`config.mk`:
```
export PLATFORM = sky130hd
export DESIGN_NAME = seq_mult
export DESIGN_NICKNAME = d
export VERILOG_FILES = /design/src/rtl/seq_mult.sv
export SDC_FILE = /design/constraint.sdc
export NUM_CORES = 1
export LEC_CHECK = 0
export ABC_CLOCK_PERIOD_IN_PS = 4700
export BUFFER_PORTS_ARGS = -buffer_cell sky130_fd_sc_hd__buf_2
export CORE_AREA = 2 2 226 228
export CTS_CLUSTER_SIZE = 25
export DETAILED_ROUTE_END_ITERATION = 12
export DIE_AREA = 0 0 228 230
export SYNTH_ARGS = -nofsm -noshare
export SYNTH_HDL_FRONTEND = slang
export SYNTH_SLANG_ARGS = --single-unit
```
`constraint.sdc`:
```
create_clock -name clk -period 4.7 [get_ports clk]
set_clock_uncertainty 0.05 [all_clocks]
set_input_delay 0.235 -clock clk [delete_from_list [all_inputs] [get_ports clk]]
set_output_delay 0.235 -clock clk [all_outputs]
set_load 0.005 [all_outputs]
```
`src/rtl/seq_mult.sv`:
```
// Multi-cycle RISC-V M-extension multiplier (MUL/MULH/MULHSU/MULHU), STEP multiplier bits per cycle.
// Optional macro SEQ_MULT_ZERO_SKIP_EN: bypass CALC when either operand magnitude is zero.
module seq_mult #(
    parameter int XLEN = 32,
    parameter int STEP = 1
) (
    input  logic            clk,
    input  logic            rst_n,
    input  logic            start,
    input  logic            kill,
    input  logic [1:0]      op,
    input  logic [XLEN-1:0] rs1,
    input  logic [XLEN-1:0] rs2,
    output logic            busy,
    output logic            done,
    output logic [XLEN-1:0] result,
    output logic [XLEN-1:0] high,
    output logic [XLEN-1:0] low
);

    localparam int CNT_W = $clog2(XLEN / STEP + 1);
    localparam logic [CNT_W-1:0] CNT_INIT = CNT_W'(XLEN / STEP);

    typedef enum logic [1:0] {
        S_IDLE = 2'd0,
        S_PREP = 2'd1,
        S_CALC = 2'd2,
        S_FIX  = 2'd3
    } state_e;

    state_e              state_q;
    logic [1:0]          op_q;
    logic [XLEN-1:0]     rs1_q;
    logic [XLEN-1:0]     rs2_q;
    logic                neg_q;
    logic [XLEN-1:0]     mcand_q;
    logic [2*XLEN-1:0]   acc_q;
    logic [CNT_W-1:0]    cnt_q;
    logic                busy_q;
    logic                done_q;
    logic [XLEN-1:0]     result_q;
    logic [XLEN-1:0]     high_q;
    logic [XLEN-1:0]     low_q;

    logic                sign1_d;
    logic                sign2_d;
    logic [XLEN-1:0]     mag1_d;
    logic [XLEN-1:0]     mag2_d;
    logic [XLEN+STEP-1:0] partial_d;
    logic [2*XLEN-1:0]   acc_step_d;
    logic [2*XLEN-1:0]   prod_d;

    // Operand magnitudes, one radix-2^STEP accumulate step, and final sign fix-up.
    always_comb begin
        sign1_d = rs1_q[XLEN-1] & ((op_q == 2'b01) | (op_q == 2'b10));
        sign2_d = rs2_q[XLEN-1] & (op_q == 2'b01);
        // Unsigned negation maps -2^(XLEN-1) onto 2^(XLEN-1), which fits as a magnitude.
        if (sign1_d) begin
            mag1_d = ~rs1_q + XLEN'(1);
        end else begin
            mag1_d = rs1_q;
        end
        if (sign2_d) begin
            mag2_d = ~rs2_q + XLEN'(1);
        end else begin
            mag2_d = rs2_q;
        end
        // Low half of acc_q holds the not-yet-retired multiplier bits; the sum cannot overflow XLEN+STEP.
        partial_d  = {{STEP{1'b0}}, acc_q[2*XLEN-1:XLEN]}
                   + ({{STEP{1'b0}}, mcand_q} * {{XLEN{1'b0}}, acc_q[STEP-1:0]});
        acc_step_d = {partial_d, acc_q[XLEN-1:STEP]};
        if (neg_q) begin
            prod_d = ~acc_q + (2*XLEN)'(1);
        end else begin
            prod_d = acc_q;
        end
    end

    // Control FSM with registered datapath and outputs.
    always_ff @(posedge clk) begin
        if (!rst_n) begin
            state_q  <= S_IDLE;
            op_q     <= 2'b00;
            rs1_q    <= '0;
            rs2_q    <= '0;
            neg_q    <= 1'b0;
            mcand_q  <= '0;
            acc_q    <= '0;
            cnt_q    <= '0;
            busy_q   <= 1'b0;
            done_q   <= 1'b0;
            result_q <= '0;
            high_q   <= '0;
            low_q    <= '0;
        end else begin
            done_q <= 1'b0;
            if (kill && (state_q != S_IDLE)) begin
                state_q <= S_IDLE;
                busy_q  <= 1'b0;
            end else begin
                case (state_q)
                    S_IDLE: begin
                        if (start && !kill) begin
                            op_q    <= op;
                            rs1_q   <= rs1;
                            rs2_q   <= rs2;
                            busy_q  <= 1'b1;
                            state_q <= S_PREP;
                        end else begin
                            busy_q  <= 1'b0;
                        end
                    end
                    S_PREP: begin
                        mcand_q <= mag1_d;
                        acc_q   <= {{XLEN{1'b0}}, mag2_d};
                        neg_q   <= sign1_d ^ sign2_d;
                        cnt_q   <= CNT_INIT;
`ifdef SEQ_MULT_ZERO_SKIP_EN
                        if ((mag1_d == '0) || (mag2_d == '0)) begin
                            acc_q   <= '0;
                            state_q <= S_FIX;
                        end else begin
                            state_q <= S_CALC;
                        end
`else
                        state_q <= S_CALC;
`endif
                    end
                    S_CALC: begin
                        acc_q <= acc_step_d;
                        cnt_q <= cnt_q - CNT_W'(1);
                        if (cnt_q == CNT_W'(1)) begin
                            state_q <= S_FIX;
                        end else begin
                            state_q <= S_CALC;
                        end
                    end
                    S_FIX: begin
                        high_q   <= prod_d[2*XLEN-1:XLEN];
                        low_q    <= prod_d[XLEN-1:0];
                        if (op_q == 2'b00) begin
                            result_q <= prod_d[XLEN-1:0];
                        end else begin
                            result_q <= prod_d[2*XLEN-1:XLEN];
                        end
                        done_q   <= 1'b1;
                        busy_q   <= 1'b0;
                        state_q  <= S_IDLE;
                    end
                    default: begin
                        busy_q  <= 1'b0;
                        state_q <= S_IDLE;
                    end
                endcase
            end
        end
    end

    assign busy   = busy_q;
    assign done   = done_q;
    assign result = result_q;
    assign high   = high_q;
    assign low    = low_q;

endmodule
```
==> impl_metrics.json <==
{
  "fin_crit_ps": 3724,
  "status": "finished, final reports clean",
  "fill_cells": 5272,
  "cp-end-kind": "register",
  "layout-drive-gt1-share": 0.1300,
  "setup_tns_ps": 0,
  "wl_um": 47680,
  "drtAntennaViolNets": 0,
  "root_buffer": "clkbuf_16",
  "fin_crit_sh": 0.7922,
  "crit_fanout": 36,
  "ys_seq_elements": 269,
  "cts_buffers": 31,
  "slew_violations": 0,
  "power.leakage_nw": 7.923,
  "synth_top_cell_by_area": "dfxtp_1",
  "grt_util_all_layers": 0.1757,
  "viasPerCell": 5.129,
  "start_util": 0.2978,
  "cts_tree": "built",
  "slew_headroom": 0.1996,
  "num_vias": 13899,
  "synthFlopType": "dfxtp_1",
  "grt_max_degree": 88,
  "pin_count": 168,
  "syn_area_um2": 14850,
  "pre_cts_slack_ps": 1043,
  "num_rows": 82,
  "min_path_type": "primary input to register",
  "postCtsHoldBufs": 68,
  "grt_pass1_vias": 12900,
  "insertedDiodeCount": 0,
  "coreArea_um2": 49860,
  "final_cells": 2710,
  "fin_nets": 2127,
  "antenna_found_initial": 0,
  "insertion_delay_ps": 590,
  "setup-violations-final": 0,
  "dp.cells": 2584,
  "synth_cells": 1857,
  "final-hold-violation-count": 0,
  "port-buffer-count": 167,
  "drtIter0Drc": 1166,
  "post-route-util": 0.3603,
  "ys_warn_count": 0,
  "cts_sinks": 269,
  "synth.area.top_cells": "dfxtp_1 36%, nand2_1 9.8%, xor2_1 5.1%, a21boi_0 4.7%, o21ai_0 4.3%",
  "clk_pin_slew_worst_paths_ps": 60,
  "die_w_um": 228,
  "max_cap_viol_count": 0,
  "power.density_nw_per_um2": 327.1,
  "place_area_um2": 16190,
  "postCtsSetupBuffers": 0,
  "syn_to_final_growth_pct": 20.96,
  "gr-total-overflow": 0,
  "wl_per_cell_um": 17.59,
  "yosysSeqAreaShare": 0.3626,
  "synth-edff-count": 0,
  "cp.arrival_ps": 4100,
  "drcViolationCount": 0,
  "syn-num-nets": 1971,
  "synthArstFlopShare": 0,
  "worst_slew_pin_slew_ps": 1196,
  "start_kind": "register",
  "die_area_um2": 52440,
  "hold-worst-slack_ps": 64.03,
  "place_congestion": 0.8794,
  "ctsResizeCount": 0,
  "synth_top_cell_area_share": 0.3626,
  "peakVddDrop_mv": 0.2227,
  "crit_required_ps": 5070,
  "post-synth-top-count-cell": "nand2_1",
  "layout_setup_ws_ps": 976.4,
  "cts_buffer_depth": 3,
  "multi_input_area_um2": 8891,
  "p_total_mw": 5.876,
  "syn_area_per_cell_um2": 7.997,
  "die_y_um": 230,
  "ys_types": 66,
  "seqCellArea_um2": 5386,
  "rsz0062_at_grt": "false",
  "first_pass_iters": 5,
  "fmax_mhz": 268.6,
  "netlist_top_cells_count": "388 x nand2_1, 269 x dfxtp_1, 128 x o21ai_0, 110 x clkbuf_1, 92 x a21boi_0",
  "grt_pass1_wl_um": 74730,
  "final_area_um2": 17960,
  "timing_worst_setup_path_type": "register to register",
  "hold_depth": 5,
  "worst_r2r_path_depth": 12,
  "htree_levels": 1,
  "dp_hpwl_um": 35810
}
-- flip-flops by register name, summed over array words and instances (netlist names), 6 cells and up --
signal and count:
mcand_q 32, result 32, high 32, cnt_q 6, rs1_q 32, acc_q 64, low 32, rs2_q 32
-- path summary, 6_finish.rpt --
path / slack, ps / end / startpoint
worst max-delay path: 980 / acc_q[62] / acc_q[0]
worst min-delay path: 60 / busy / start
worst min register to register: 390 / result[2] / result[2]
worst max register to register: 980 / acc_q[62] / acc_q[0]
-- routing by layer --
metal,vias to the layer above,part of all wire,wire [um],track usage
li1,6848,-,-,-
met1,6626,0.49,23580,0.2564
met2,365,0.43,20660,0.2747
met3,60,0.050,2387,0.01860
met4,0,0.022,1056,0.04534
met5,-,0,0,0
-- critical path, stage by stage (launching register included) --
cell and delay [ps]:
dfxtp_1 850, and2_1 240, ha_1 270, a21oi_1 210
a21oi_1 120, o41ai_1 290, buf_4 200, o211ai_1 100
a221oi_1 550, o31a_1 310, o21ai_0 150, xnor2_1 140
o21ai_0 80
-- report_power, final --
part | internal [mW] | switching [mW] | total [mW]
Sequential | 2.35 | 0.0819 | 2.43
Combinational | 0.314 | 0.531 | 0.844
Clock | 1.56 | 1.04 | 2.60
Total | 4.23 | 1.65 | 5.88
-- area by class of cell --
class	count	share of cell area
clock buffers	35	0.04458
repair buffers	251	0.09194
well taps	672	0.04681
clock inverters	23	0.01623
flip-flops and latches	269	0.2999
inverters	27	0.005642
multi-input cells	1433	0.4949
-- cell families (layout without fill, tap and decap cells) --
family          after synthesis  in the layout  synth area share
fa+ha+maj                    44             44           0.03758
simple gates                705            705            0.2224
xor+xnor                    143            143           0.08434
buf+inv                     155            336           0.03926
flops                       269            269            0.3626
compound gates              534            534            0.2490
mux                           7              7          0.004803
-- cell usage in the layout (no fill, tap or decap), types with 11 or more instances in the layout --
master / count
a21boi_0: 92
ha_1: 42
or3_1: 32
o211ai_1: 12
and2_1: 48
nor4_1: 12
dlygate4sd3_1: 68
nor2_1: 67
o211a_1: 61
buf_2: 166
or4_1: 12
o41ai_1: 17
o31ai_1: 23
dfxtp_1: 268
xnor2_1: 56
xor2_1: 87
nand2_1: 387
a21o_1: 23
nor2b_1: 20
buf_4: 16
inv_1: 26
nand2b_1: 15
clkbuf_16: 31
o221ai_1: 12
nand4_1: 11
nor3_1: 26
o21ai_0: 128
a21oi_1: 83
nand3_1: 33
Power figures use the tool's default switching activity.
